--- src/rtl/b2t_encoder.sv ---
// Binary-to-temporal encoder: one race-logic edge per channel, placed at a phase equal to its value.
// Define B2T_PULSE_EN for pulse mode (PULSE_WIDTH-cycle pulse); the default build is step mode.
module b2t_encoder #(
  parameter int GAMMA_CYCLE_WIDTH = 16,
  parameter int PULSE_WIDTH       = 8,
  parameter int NUM_CHANNELS      = 16,
  parameter int VALUE_WIDTH       = 8
) (
  input  logic                                         aclk,
  input  logic                                         grst,
  input  logic                                         in_valid,
  output logic                                         in_ready,
  input  logic [NUM_CHANNELS-1:0][VALUE_WIDTH-1:0]     in_values,
  output logic [$clog2(GAMMA_CYCLE_WIDTH)-1:0]         phase,
  output logic                                         gamma_start,
  output logic                                         active,
  output logic [NUM_CHANNELS-1:0]                      t_out
);

  localparam int PHASE_W = $clog2(GAMMA_CYCLE_WIDTH);
  // Wide enough to hold either a value or a phase without truncating the value.
  localparam int CMP_W   = ((VALUE_WIDTH > PHASE_W) ? VALUE_WIDTH : PHASE_W) + 1;

  typedef logic [NUM_CHANNELS-1:0][VALUE_WIDTH-1:0] value_set_t;

  value_set_t          staged_vals;
  value_set_t          active_vals;
  value_set_t          active_vals_nxt;
  logic                staged_full;
  logic                staged_full_nxt;
  logic                active_nxt;
  logic                wrap;
  logic                accept;
  logic [PHASE_W-1:0]  phase_nxt;
  logic [NUM_CHANNELS-1:0] t_nxt;
  logic [CMP_W-1:0]    p_ext;

  assign wrap      = (phase == PHASE_W'(GAMMA_CYCLE_WIDTH - 1));
  assign accept    = in_valid && in_ready;
  assign phase_nxt = wrap ? '0 : phase + 1'b1;
  assign p_ext     = CMP_W'(phase_nxt);

  always_comb begin
    // NOTE: every variable gets a default first so no path can infer a latch.
    active_nxt      = active;
    active_vals_nxt = active_vals;
    staged_full_nxt = staged_full;
    if (wrap) begin
      staged_full_nxt = 1'b0;
      if (accept) begin
        // Accept on the last phase bypasses staging straight into the next gamma cycle.
        active_nxt      = 1'b1;
        active_vals_nxt = in_values;
      end else if (staged_full) begin
        active_nxt      = 1'b1;
        active_vals_nxt = staged_vals;
      end else begin
        active_nxt      = 1'b0;
      end
    end else if (accept) begin
      staged_full_nxt = 1'b1;
    end
  end

  // Outputs are registered, so evaluate the rule against next-cycle phase and values.
  always_comb begin
    t_nxt = '0;
    for (int i = 0; i < NUM_CHANNELS; i++) begin
`ifdef B2T_PULSE_EN
      t_nxt[i] = active_nxt && (CMP_W'(active_vals_nxt[i]) <= p_ext) &&
                 (32'(p_ext - CMP_W'(active_vals_nxt[i])) < 32'(PULSE_WIDTH));
`else
      t_nxt[i] = active_nxt && (CMP_W'(active_vals_nxt[i]) <= p_ext);
`endif
    end
  end

  // NOTE: sequential state uses non-blocking assignments so all registers update together.
  always_ff @(posedge aclk or posedge grst) begin
    if (grst) begin
      phase       <= '0;
      gamma_start <= 1'b1;
      active      <= 1'b0;
      t_out       <= '0;
      in_ready    <= 1'b1;
      staged_full <= 1'b0;
      // NOTE: value registers are reset too, so a discarded set can never reappear.
      active_vals <= '0;
      staged_vals <= '0;
    end else begin
      phase       <= phase_nxt;
      gamma_start <= (phase_nxt == '0);
      active      <= active_nxt;
      active_vals <= active_vals_nxt;
      t_out       <= t_nxt;
      staged_full <= staged_full_nxt;
      in_ready    <= !staged_full_nxt;
      if (accept && !wrap)
        staged_vals <= in_values;
    end
  end

endmodule

--- config.mk ---
export PLATFORM = sky130hd
export DESIGN_NAME = b2t_encoder
export DESIGN_NICKNAME = d
export VERILOG_FILES = /design/src/rtl/b2t_encoder.sv
export SDC_FILE = /design/constraint.sdc
export NUM_CORES = 1
export LEC_CHECK = 0
export ABC_AREA = 1
export CAP_MARGIN = 20
export CORE_ASPECT_RATIO = 0.6
export CORE_MARGIN = 2
export CORE_UTILIZATION = 55
export CTS_CLUSTER_DIAMETER = 80
export DETAILED_ROUTE_END_ITERATION = 8
export PLACE_DENSITY = 0.83
export SLEW_MARGIN = 20
export SYNTH_ARGS = -nofsm -noshare
export SYNTH_HDL_FRONTEND = slang
export SYNTH_SLANG_ARGS = --single-unit
--- constraint.sdc ---
create_clock -name aclk -period 18 [get_ports aclk]
set_clock_uncertainty 0.15 [all_clocks]
set_input_delay 3.6 -clock aclk [delete_from_list [all_inputs] [get_ports aclk]]
set_output_delay 3.6 -clock aclk [all_outputs]
set_load 0.02 [all_outputs]
Word level (Yosys, flattened, before mapping)

Cells that the tools add are included.

Word-level logic and storage cells: 86
Input bits: 131
Flip-flop bits (word level): 280
Output and inout port bits: 23

Equal/unequal tests: 1
Magnitude comparators: 16
Add/sub/neg operators: 1
Muxes and demuxes: 9
Reductions and logical operators: 21

Operator list:

| cell                                        | count |
|---|---|
| two-way mux 128 bit                         | 3 |
| less-or-equal comparator 8 x 4 -> 1 bit     | 16 |
| logical AND 1 bit                           | 18 |
| two-way mux 1 bit                           | 5 |
| adder 4 x 1 -> 4 bit, second input constant | 1 |
| == test 4 bit, second input constant        | 1 |
| logical NOT 4 bit                           | 1 |
| two-way mux 4 bit                           | 1 |
| logical NOT 1 bit                           | 2 |

Depth between registers and ports, before layout

Gate-level depths: netlist of run 1.

Depth in word-level cells: 5
Gate-level depth with buffers: 15
Depth with buffers taken out: 13

Worst setup path before layout of run 1

No wires, ideal clock.

Path kind: input -> register
Start point: input in_valid
End point: register t_out[14]
Stages: 15
Slack: 12.376 ns
Path buffers: 5
Arrival: 5.353 ns
Required time: 17.729 ns
Path through: buf_4 > nand2_4 > inv_2 > buf_6 > buf_4 > buf_2 > buf_2 > o21ai_0 > o21ai_0 > ha_1 > inv_1 > o21bai_1 > nand4_1 > nand2_1 > a21oi_1

RTL lines:

| element                | line | text |
|---|---|---|
| start: declaration     | 11   | `input logic in_valid,` |
| end signal: assignment | 95   | `t_out <= t_nxt;` |
| end: declaration       | 17   | `output logic [NUM_CHANNELS-1:0] t_out` |

Worst setup path in the final report of run 1

Start point: input in_valid
End point: register staged_vals[8] in the netlist's numbering

Word-level cells in the longest chain between the ends: 2

Ends and longest elaborated chain:

| element                | line | text |
|---|---|---|
| logical AND 1 bit      | 39   | `assign accept = in_valid && in_ready;` |
| logical AND 1 bit      | 98   | `if (accept && !wrap)` |
| end signal: assignment | 99   | `staged_vals <= in_values;` |
| end: declaration       | 26   | `value_set_t staged_vals;` |

No other way between the ends.
A chain may end at the register's enable or synchronous reset.

==> results.ini, run 1 <==
[cts]
cts_root_buf=clkbuf_16
clk_pin_slew_ps=70
hold_buffers=0
cts_sinks=280
cts_setup_buffers=0
cts_buffers=27
cts.repair.resized=0
cts_tree=yes
clockBufferDepth=3
insertion_delay_ps=550
cts_max_level=1

[sta]
worstMarginPinSlew_ps=1050
max_freq_mhz=132
relSlewSlack_pct=29.9
slew_violations=0
rsz0062_at_grt=no
hold_violations=0
fin_crit_ps=7550
period_share_pct=42.0
fin_tns_setup_ps=0
setup_viol=0

[logic_synthesis]
ys_seq_area_share_pct=49.1
syn-cell-area_um2=14300
synth_edf_count=0
synth_nets=1866
ys_types=29
synth_ff_type=dfrtp_1
ys_warn_count=0
yosys_register_bits=280
async_flop_share_pct=100
synth.avg_cell_area_um2=8.46
syn_inst=1686

[pwr]
peakVddDrop_mv=0.0756
power_density_nw_per_um2=114
leakagePower_uw=0.00852
finalPower_uw=1930

[layout]
fin_nets=1970
diodes=0
mostFrequentLayoutCell=nand2_1
mostFrequentLayoutCells=nand2_1 (410), dfrtp_1 (277), inv_1 (264)
areaGrowthSynthToFinish_pct=18.5
drive_above_1_share_pct=9.72

[global_route]
grt_max_degree=159
grt_pass1_vias=11600
grt_use_total_pct=27.8
grt_pass1_wl_um=59900
grt-ovfl-total=0
antenna_found_initial=0

[min_path]
worstHoldPathType=reg2reg
hold_path_startpoint=staged_vals[86]

[placed_design]
gp_congestion=0.837
io_buffers=153
dp_hpwl_um=23700

[worst_setup_path]
crit_path_end_kind=flip-flop
worstSetupPathType=in2reg
start_kind=primary input
cp.required_ps=18280
reg2reg_from=in_ready
path_common_cell=buf_4
cp_slowest_stage_delay_ps=670
worst-endpoint-arrival_ps=7830
path_cells=buf_2 > nand2_4 > buf_4 > clkinv_2 > buf_4 > nand2_8 > buf_16 > mux2_2
crit_slowest_cell=nand2_4
cp_max_fo=86
crit_start=in_valid

[route]
route.detailed.drc=0
vias=11800
first_pass_iters=7
first_iter_violations=1087
routedWlPerCell_um=17.0
ant_nets=0
via_per_inst=5.47
drt_wl_total_um=36800

[floorplan]
top_level_ports=154
dieArea_um2=27300
core_um2=25400
initial_core_util_pct=56.2
rows=45
dieWidth_um=212
die_h_um=129

[run_status]
outcome=completed

[job]
cap_violations=0

-- power by group --
group / internal, uW / switching [uW]
Sequential: 783 / 56.7
Clock: 382 / 248
Combinational: 190 / 271
Total: 1350 / 575
-- routing by layer --
layer  vias to the layer above  share of wire, %  GRT usage [%]
met5                         -                 0              0
met4                         0               2.2           7.21
met3                        67               8.2           4.64
met2                       490                44           42.3
met1                      5702                46           41.7
li1                       5577                 -              -
-- registers in the layout, summed over array words and instances (netlist names) --
name and count:
t_out 16, phase 4, in_ready 1, active_vals 128
active 1, staged_full 1, staged_vals 128, gamma_start 1
-- synthesized netlist by cell type, types with 19 or more instances --
master / count / area [um^2]
ha_1: 49 / 613
o21ai_0: 153 / 766
nor2_1: 59 / 221
dfrtp_1: 278 / 6960
buf_2: 34 / 170
nand2_1: 410 / 1540
nand3_1: 145 / 726
a21oi_1: 43 / 215
mux2_2: 98 / 1100
buf_4: 19 / 143
nand4_1: 25 / 156
inv_1: 265 / 995
clkbuf_1: 32 / 120
-- cell families (layout without fill, tap and decap cells) --
logic type	count (synthesis)	count (layout)	share of synthesized area, %
buffers and inverters	359	484	10.4
AND/OR/NAND/NOR	661	661	19.6
flip-flops	280	280	49.1
adder cells (fa/ha/maj)	49	49	4.30
multiplexers	98	98	7.74
AO/OA/AOI/OAI	239	239	8.83
-- worst paths after layout --
kind / endpoint / slack, ps / depth (start not counted)
min in group asynchronous: staged_vals[110] / 3530 / 2
setup / recovery: staged_vals[8] / 10450 / 8
max in group asynchronous: staged_vals[24] / 12710 / 3
hold / removal: staged_vals[86] / 330 / 2
setup reg to reg: t_out[13] / 13050 / 14
hold reg to reg: staged_vals[86] / 330 / 2
-- area by class of cell --
cell class / instances / area [um^2]
fillers: 1929 / 8490
flip-flops and latches: 280 / 7010
multi-input cells: 1047 / 5790
repair buffers: 165 / 1650
inverters: 269 / 1020
clock buffers: 41 / 848
well taps: 352 / 440
clock inverters: 9 / 151
-- per-stage QoR --
stage / instance area, um^2 / hold slack (ps) / instances / setup slack, ps / utilization (%)
2_1_floorplan: 14300 / 298 / 1686 / 6530 / -
3_3_place_gp: 15900 / 311 / 2111 / 9080 / 62.5
3_5_place_dp: 15900 / 319 / 2111 / 10010 / 62.4
4_1_cts: 16900 / 334 / 2161 / 10550 / 66.4
5_1_grt: 16900 / 357 / 2163 / 10230 / 66.6
6_report: 16900 / 333 / 2163 / 10450 / 66.6
-- worst max-delay path, delay by kind of cell --
kind | cells | cell delay [ps]
buffers and inverters | 5 | 2440
AND/OR/NAND/NOR | 2 | 1220
multiplexers | 1 | 390
No activity file was read; power rests on OpenSTA's default activity.
==> inputs of run 2 (changes only) <==
- clock period: 18 -> 7.46 ns (I/O delays scaled with it)
==> run 2 against run 1 <==
Effect of this change: final cell count up 0.23%; largest cell class unchanged; hold slack gained 2.7 ps; total power grew 140%; combinational power grew 140%; routed wire length rose by 0.59%; clock power increased by 130%; clock-buffer cell count increased by 3; non-clock buffer count grew 5; cell area down 0.16%; setup slack worse by 7800 ps.
==> results.ini, run 2 (synthesis gave the netlist of run 1 again) <==
[run_status]
outcome=completed

[cts]
cts_root_buf=clkbuf_16
cts_sinks=280
clk_pin_slew_ps=60
cts_buffers=27
clockBufferDepth=3
cts.repair.resized=0
cts_max_level=1
hold_buffers=0
insertion_delay_ps=550
cts_tree=yes
cts_setup_buffers=0

[pwr]
power_density_nw_per_um2=272
finalPower_uw=4590
peakVddDrop_mv=0.196
leakagePower_uw=0.00851

[worst_setup_path]
reg2reg_depth=13
worstSetupPathType=in2reg
worst-endpoint-arrival_ps=5050
cp_max_fo=83
path_cells=clkdlybuf4s50_1 > buf_4 > nand2_4 > clkinv_2 > nand2_8 > buf_16 > mux2_2
cp.required_ps=7740
cp_slowest_stage_delay_ps=800
reg2reg_from=in_ready
crit_slowest_cell=clkinv_2
ff2ff_setup_slack_ps=3350
start_kind=primary input
rr_endpoint=t_out[13]
crit_path_end_kind=flip-flop

[layout]
diodes=0
areaGrowthSynthToFinish_pct=18.3
mostFrequentLayoutCells=nand2_1 (410), dfrtp_1 (278), inv_1 (263)
fin_nets=1975
mostFrequentLayoutCell=nand2_1
reg_top3=active_vals: 128 flops, staged_vals: 128 flops, t_out: 16 flops
drive_above_1_share_pct=9.47

[floorplan]
initial_core_util_pct=56.2
core_um2=25400
die_h_um=129
dieWidth_um=212
top_level_ports=154
rows=45
dieArea_um2=27300

[min_path]
hold_path_startpoint=staged_vals[53]
worstHoldPathType=reg2reg
min_to=staged_vals[53]
hold_path_depth=2

[global_route]
grt_pass1_vias=11500
grt_use_total_pct=27.6
grt-ovfl-total=0
grt_max_degree=164
antenna_found_initial=0
grt_pass1_wl_um=59400

[route]
route.detailed.drc=0
ant_nets=0
drt_wl_total_um=37000
first_pass_iters=6
via_per_inst=5.54
vias=12000
routedWlPerCell_um=17.1
first_iter_violations=1159

[sta]
setup_viol=0
period_share_pct=64.0
worstMarginPinSlew_ps=1050
rsz0062_at_grt=no
hold_violations=0
fin_crit_ps=4770
max_freq_mhz=210
relSlewSlack_pct=30.1
slew_violations=0
fin_tns_setup_ps=0

[placed_design]
gp_congestion=0.846
dp_hpwl_um=24000
io_buffers=153

[job]
cap_violations=0

==> run 2: critical path, delay by kind of cell <==
family	cells	cell delay [ps]
buffers and inverters	4	1820
muxes	1	390
and+or+nand+nor	2	1220
==> run 2: through the flow <==
stage	utilization, %	setup slack [ps]	area [um^2]	hold WS, ps	cells
after floorplan	-	2110	14300	298	1686
after global placement	62.7	2240	15900	312	2117
after detailed placement	62.7	2170	15900	318	2117
after CTS	66.4	2700	16800	333	2167
after global routing	66.5	2420	16900	363	2168
final	66.5	2690	16900	336	2168
==> run 2: per-layer routing <==
metal	vias to the layer above	share of wire, %	global-route usage [%]
met5	-	0	0
met4	0	2.0	6.67
met3	65	7.8	3.76
met2	523	44	41.6
met1	5835	46	42.3
li1	5588	-	-
==> run 2: area by class of cell <==
cell class                 instances  area (um^2)
sequential                       280         7010
clock inverter                     6          115
inverter                         269         1010
clock buffer                      44          820
fill                            1976         8520
tap                              352          440
multi-input combinational       1047         5790
timing repair buffer             170         1690
==> run 2: where the power goes <==
part,leakage (uW),internal (uW),switching [uW]
registers,0.00331,1890,136
clock network,0.000458,855,591
logic,0.00474,460,660
==> run 2: worst max path at each step <==
| stage | end | slack (ps) | from |
|---|---|---|---|
| finish | staged_vals[95] | 2690 | in_valid |
| global route | t_out[8] | 2420 | in_valid |
| CTS | staged_vals[8] | 2700 | in_valid |
| detailed placement | staged_vals[24] | 2170 | in_valid |
| global placement | staged_vals[11] | 2240 | in_valid |
| floorplan | active | 2110 | grst |
==> inputs of run 3 (changes only) <==
- CORE_UTILIZATION: 55 -> 52
- PLACE_DENSITY: 0.83 -> 0.82
- clock period: 7.46 -> 4.1 ns (I/O delays scaled with it)
==> run 3 against run 2 <==
Effect of this change: total power up 82%; core utilization down 2.5 points; cell area rose by 1.2%; global-route usage down 0.52 points; first-iteration DRC count is 5.7% lower; non-clock buffer count up 16; clock-buffer cell count fell by 4; largest cell class unchanged.
==> results.ini, run 3 (synthesis gave the netlist of run 1 again) <==
[worst_setup_path]
path_cells=buf_4 > clkdlybuf4s50_1
worstSetupPathType=reg2out
cp_slowest_stage_delay_ps=680
cp_max_fo=33
worst-endpoint-arrival_ps=2170
crit_slowest_cell=clkdlybuf4s50_1
start_kind=flip-flop
critPathBufInv=2
cp.required_ps=3130
cp_top_family=buffers and inverters
crit_path_end_kind=output pin
ff2ff_setup_slack_ps=1110

[floorplan]
dieArea_um2=28800
die_h_um=132
dieWidth_um=218
initial_core_util_pct=53.4
top_level_ports=154
rows=46
core_um2=26700

[sta]
fin_crit_ps=3140
setup_viol=0
max_freq_mhz=319
period_share_pct=76.5
hold_violations=0
relSlewSlack_pct=42.3
fin_tns_setup_ps=0
rsz0062_at_grt=no
worstMarginPinSlew_ps=865
slew_violations=0

[route]
drt_wl_total_um=38700
ant_nets=0
route.detailed.drc=0
first_pass_iters=6
first_iter_violations=1093
via_per_inst=5.52
routedWlPerCell_um=17.7
vias=12100

[cts]
cts_buffers=27
cts_setup_buffers=0
cts_max_level=1
insertion_delay_ps=560
clockBufferDepth=3
cts_root_buf=clkbuf_16
cts_sinks=280
cts_tree=yes
cts.repair.resized=0
clk_pin_slew_ps=70
hold_buffers=0

[global_route]
grt_max_degree=98
antenna_found_initial=2
grt_pass1_vias=11700
grt_pass1_wl_um=61700
grt-ovfl-total=0
grt_use_total_pct=27.0

[layout]
areaGrowthSynthToFinish_pct=19.8
drive_above_1_share_pct=10.4
fin_nets=1991
regArea_um2=7010
fillCellCount=2137
reg_top3=active_vals: 128 flops, staged_vals: 128 flops, t_out: 16 flops
mostFrequentLayoutCells=nand2_1 (410), dfrtp_1 (278), inv_1 (264)
multiInputGateArea_um2=5790
mostFrequentLayoutCell=nand2_1

[pwr]
leakagePower_uw=0.00861
peakVddDrop_mv=0.296
finalPower_uw=8370
p_sw_share_pct=30.6
pwr-share-seq_pct=43.9
power_density_nw_per_um2=490
p_comb_share_pct=24.8
p_sw_uw=2560
p_int_uw=5800
clkPwrFrac_pct=31.2

[min_path]
worstHoldPathType=reg2reg

[placed_design]
gp_congestion=0.868
dp_hpwl_um=26200
io_buffers=153

[job]
cap_violations=0

[run_status]
outcome=completed

[run 3: metal layers]
| metal | wire length (um) | part of all wire, % | GRT usage, % |
|---|---|---|---|
| met2 | 16800 | 43 | 40.1 |
| met3 | 3370 | 8.7 | 5.81 |
| met1 | 17600 | 46 | 40.3 |
| met5 | 0 | 0 | 0 |
| met4 | 955 | 2.5 | 6.95 |
[run 3: metrics by stage]
stage | utilization, % | cells | setup WS, ps | hold WS, ps | cell area [um^2]
floorplan | - | 1686 | -576 | 298 | 14300
global placement | 60.5 | 2141 | 670 | 312 | 16100
detailed placement | 60.5 | 2142 | 577 | 322 | 16200
CTS | 64.0 | 2189 | 972 | 338 | 17100
global route | 64.0 | 2189 | 900 | 351 | 17100
finish | 64.0 | 2190 | 965 | 336 | 17100
[run 3: power groups by stage]
stage	registers [uW]	logic, uW	clock network (uW)
final	3670	2080	2610
after global routing	3730	2360	2760
after CTS	3670	2070	2630
after detailed placement	3710	2050	0
after global placement	3680	1920	0
after floorplan	3670	1450	0
[run 3: final timing paths]
check,from,to,depth (start not counted)
max,in_ready,in_ready,2
min reg2reg,staged_vals[57],staged_vals[57],2
min in group asynchronous,grst,active_vals[125],2
min,staged_vals[57],staged_vals[57],2
max reg2reg,phase[0],t_out[3],14
max in group asynchronous,grst,staged_vals[110],4
[run 3: final cells by class]
type / count / share of cell area [%]
sequential: 280 / 41.0
multi-input combinational: 1047 / 33.9
timing repair buffer: 186 / 11.1
inverter: 269 / 5.94
clock buffer: 40 / 4.83
tap: 360 / 2.64
clock inverter: 7 / 0.535
antenna: 1 / 0.0146
[run 3: worst register-to-register path, delay by kind of cell (launching register included)]
family,cells,cell delay [ps]
DFF,1,390
buffers and inverters,2,680
and+or+nand+nor,8,830
AOI/OAI and AO/OA,2,370
adders and majority gates,2,480
==> patch 1 (settings of run 2) <==
Add a define of `B2T_PULSE_EN`.
--- a/src/rtl/b2t_encoder.sv
+++ b/src/rtl/b2t_encoder.sv
@@ -1,4 +1,6 @@
 // Binary-to-temporal encoder: one race-logic edge per channel, placed at a phase equal to its value.
 // Define B2T_PULSE_EN for pulse mode (PULSE_WIDTH-cycle pulse); the default build is step mode.
+`define B2T_PULSE_EN
+
 module b2t_encoder #(
   parameter int GAMMA_CYCLE_WIDTH = 16,
Formal check against the unedited RTL: no difference found for any inputs over 10 cycles, from zero or initial values and one cycle with grst high; that may be too few to reach the edited logic, so the function may still have changed.
==> patch 1 against run 2 <==
- area after synthesis increased by 1.2%
- hold slack got worse by 3.1 ps
- routed wire length increased by 8.7%
- clock power decreased by 5%
- register-to-register slack improved by 400 ps
- first-iteration DRC count increased by 11%
- final area increased by 0.58%
- total power decreased by 0.20%
- sequential share of layout area decreased by 0.23 points
- worst setup slack improved by 510 ps
- sequential cell count unchanged
- critical endpoint is now t_out[11]
- highest routed layer unchanged
==> patch 1: results (changes against run 2) <==
Status:
- Outcome: finished clean (unchanged).

Global route:
- The number of antenna violations at the first check in global routing came to 1 (was 0).
- The global routing usage on met1 is 44.1% (was 42.3%).
- The pin count of the biggest net entering global routing was 160 (was 164).
- The aggregate global-route resource usage came to 30.2% (was 27.6%).
- The wire length of the first global-routing pass is 64.5 mm (was 59.4 mm).
- The via count of the first global-routing pass is 12100 (was 11500).

Cells and area:
- The number of ordinary inverters in the final layout is 308 (was 269).
- The fraction of standard cell area in multi-input logic was 34.3% (about the same).
- The relative area change from synthesis to final layout is 17.6% (was 18.3%).
- The fill cell total of the finished layout is 2049 (was 1976).
- The count of plain and timing-repair buffers in the layout is 168 (was 170).
- The buffer share of cell area is 9.92% (was 10.0%).
- The net total in the final layout is 2049 (was 1975).

Setup path:
- The data arrival at the endpoint of the critical path is 4570 ps (was 5050 ps).
- The top fanout value on the critical path was 67 (was 83).

Routing:
- The met3 wire length is 4.26 mm (was 2.88 mm).
- The initial detailed-routing violation count is 1288 (was 1159).
- The via-per-instance ratio is 5.48 (was 5.54).

Synthesis:
- The net count of the mapped netlist is 1946 (was 1866).
- Cell types occupying the most area after synthesis: sky130_fd_sc_hd__dfrtp_1 (48%), sky130_fd_sc_hd__nand2_1 (13%), sky130_fd_sc_hd__inv_1 (7.9%) (was sky130_fd_sc_hd__dfrtp_1 (49%), sky130_fd_sc_hd__nand2_1 (11%), sky130_fd_sc_hd__mux2_2 (7.7%)).
- The distinct cell type count of the synthesized netlist was 25 (was 29).
- The post-synthesis share of cell area spent on full adders, half adders and majority gates came to 4.33% (was 4.30%).

Pwr:
- The maximum vdd drop was 0.169 mV (was 0.196 mV).
- The static leakage was 8.96 nW (was 8.51 nW).
- The total clock network power is 1.38 mW (was 1.45 mW).

STA:
- The worst slew slack as a fraction of its limit is 39.4% (was 30.1%).

Place:
- The instance area after placement is 16100 µm² (was 15900 µm²).

Floorplanning:
- The die area is 27600 µm² (was 27300 µm²).
## patch 1: cell count changes in the layout (fill, tap and decap cells not counted), moves of 15 or more
cell                             run 2  this run
sky130_fd_sc_hd__nand2_1           410       492
sky130_fd_sc_hd__mux2_2             98        49
sky130_fd_sc_hd__mux2_1              0        48
sky130_fd_sc_hd__nand3_1           145       191
sky130_fd_sc_hd__o21ai_0           153       108
sky130_fd_sc_hd__a21oi_1            42         1
sky130_fd_sc_hd__inv_1             263       303
sky130_fd_sc_hd__o21ai_1            10        43
sky130_fd_sc_hd__nand4_1            25         0
sky130_fd_sc_hd__a31oi_1            16         1
## patch 1: worst paths after layout
path	start	endpoint	slack, ps	cells past startpoint
worst max-delay path	in_valid	t_out[11]	3200	13
worst min-delay path	staged_vals[0]	staged_vals[0]	330	2
worst min register to register	staged_vals[0]	staged_vals[0]	330	2
min in group asynchronous	grst	phase[0]	1160	2
worst max register to register	staged_full	t_out[11]	3750	12
max in group asynchronous	grst	active_vals[40]	4620	4
==> patch 2 (flow settings as in run 2) <==
Made on the original files. Reset style: synchronous (`grst`), changed in one clocked block.
--- a/src/rtl/b2t_encoder.sv
+++ b/src/rtl/b2t_encoder.sv
@@ -77,5 +77,5 @@
 
   // NOTE: sequential state uses non-blocking assignments so all registers update together.
-  always_ff @(posedge aclk or posedge grst) begin
+  always_ff @(posedge aclk) begin
     if (grst) begin
       phase       <= '0;
Behaviour: differs if grst is asserted again (counterexample within 4 cycles, from zero or initial values and one cycle with grst high); with grst held inactive, the same outputs for 10 cycles.
==> patch 2 against run 2 <==
- critical path depth grew 2
- final area decreased by 6.8%
- final cell count is 8.8% higher
- area after synthesis fell by 5.7%
- routed wire length increased by 4.3%
- worst setup slack got worse by 200 ps
- sequential cell count stayed put
- critical path type unchanged
Power is not compared: it rests on default switching activity, and its combinational part moved more than twofold at a synthesized area within 25%.
==> patch 2: results (changes against run 2) <==
Synthesis:
- The net count of the mapped netlist is 2133 (was 1866).
- Cell types occupying the most area after synthesis: sky130_fd_sc_hd__dfxtp_1 (42%), sky130_fd_sc_hd__nand2_1 (13%), sky130_fd_sc_hd__nor2_1 (7.2%) (was sky130_fd_sc_hd__dfrtp_1 (49%), sky130_fd_sc_hd__nand2_1 (11%), sky130_fd_sc_hd__mux2_2 (7.7%)).
- The top flip-flop cell by instance count after synthesis was sky130_fd_sc_hd__dfxtp_1 (was sky130_fd_sc_hd__dfrtp_1).
- The proportion of synthesized flip-flops having asynchronous set or reset is 0% (was 100%).
- The sequential area share after synthesis is 41.7% (was 49.1%).

Global route:
- The wire length of the first global-routing pass was 62.1 mm (was 59.4 mm).
- The via count of the first global-routing pass is 12300 (was 11500).
- The pin count of the biggest net entering global routing came to 109 (was 164).
- The number of antenna violations at the first check in global routing is 1 (was 0).

Status:
- Outcome: finished clean (unchanged).

Place:
- The final weighted congestion of routability-driven global placement was 0.888 (was 0.846).
- The placed wire-length estimate is 25.0 mm (was 24.0 mm).

Setup path:
- The cell with the biggest individual delay on the critical path is sky130_fd_sc_hd__inv_2 (was sky130_fd_sc_hd__clkinv_2).
- The top fanout value on the critical path is 88 (was 83).
- The data arrival at the endpoint of the critical path came to 5260 ps (was 5050 ps).
- The critical path capture point is staged_vals[105] (was staged_vals[95]).
- The top cell family by delay on the critical path is buffers and inverters (unchanged).
- The maximum cell stage delay along the critical path is 780 ps (was 800 ps).

Cells and area:
- The fill cell total of the finished layout is 2078 (was 1976).
- The net total in the final layout is 2199 (was 1975).

Routing:
- The initial detailed-routing violation count is 1400 (was 1159).
- The total number of vias is 13300 (was 12000).
- The average detailed-routed wire length per instance was 16.4 µm (was 17.1 µm).

Clock tree:
- The CTS buffer count came to 26 (was 27).

Pwr:
- For the combinational group, total power comes out at 432 µW.

STA:
- The actual slew at the worst max-slew pin is 1110 ps (was 1050 ps).
==> patch 2: worst min-delay path by stage <==
stage	slack [ps]	start	to
final	300	staged_vals[101]	staged_vals[101]
after global placement	290	staged_vals[71]	staged_vals[71]
after CTS	300	staged_vals[101]	staged_vals[101]
after floorplan	280	staged_vals[100]	staged_vals[100]
after detailed placement	290	staged_vals[101]	staged_vals[101]
after global routing	320	staged_vals[42]	staged_vals[42]
==> patch 2: per-stage QoR <==
step,worst slack (ps),power (mW),cell area (µm²),hold WS (ps),instances
4_1_cts,2580,3.35,15700,304,2357
3_5_place_dp,2060,2.03,14900,294,2313
5_1_grt,2210,3.48,15700,322,2357
6_report,2490,3.34,15700,301,2358
2_1_floorplan,4100,1.87,13400,279,1953
3_3_place_gp,2150,2.01,14900,289,2313
==> patch 2: cell families (layout without fill, tap and decap cells) <==
| logic type | Yosys count | count (layout) | share of synthesized area, % |
|---|---|---|---|
| DFF | 280 | 280 | 41.7 |
| AOI/OAI and AO/OA | 355 | 355 | 14.6 |
| adders and majority gates | 49 | 49 | 4.56 |
| other | 0 | 1 | 0 |
| buffers and inverters | 325 | 407 | 10.1 |
| and+or+nand+nor | 944 | 944 | 29.1 |
==> patch 2: routing by layer <==
metal | vias up | part of all wire (%) | GRT usage (%)
met5 | - | 0 | 0
met4 | 0 | 2.0 | 7.23
met3 | 60 | 10 | 5.94
met2 | 592 | 44 | 46.0
met1 | 6217 | 44 | 42.7
li1 | 6420 | - | -
==> patch 2: layout make-up <==
| type | count | area share, % |
|---|---|---|
| repair buffers | 164 | 10.3 |
| clock inverters | 8 | 0.605 |
| diodes | 1 | 0.0159 |
| well taps | 322 | 2.56 |
| clock buffers | 36 | 4.77 |
| inverters | 199 | 4.77 |
| flip-flops and latches | 280 | 35.6 |
| multi-input cells | 1348 | 41.4 |
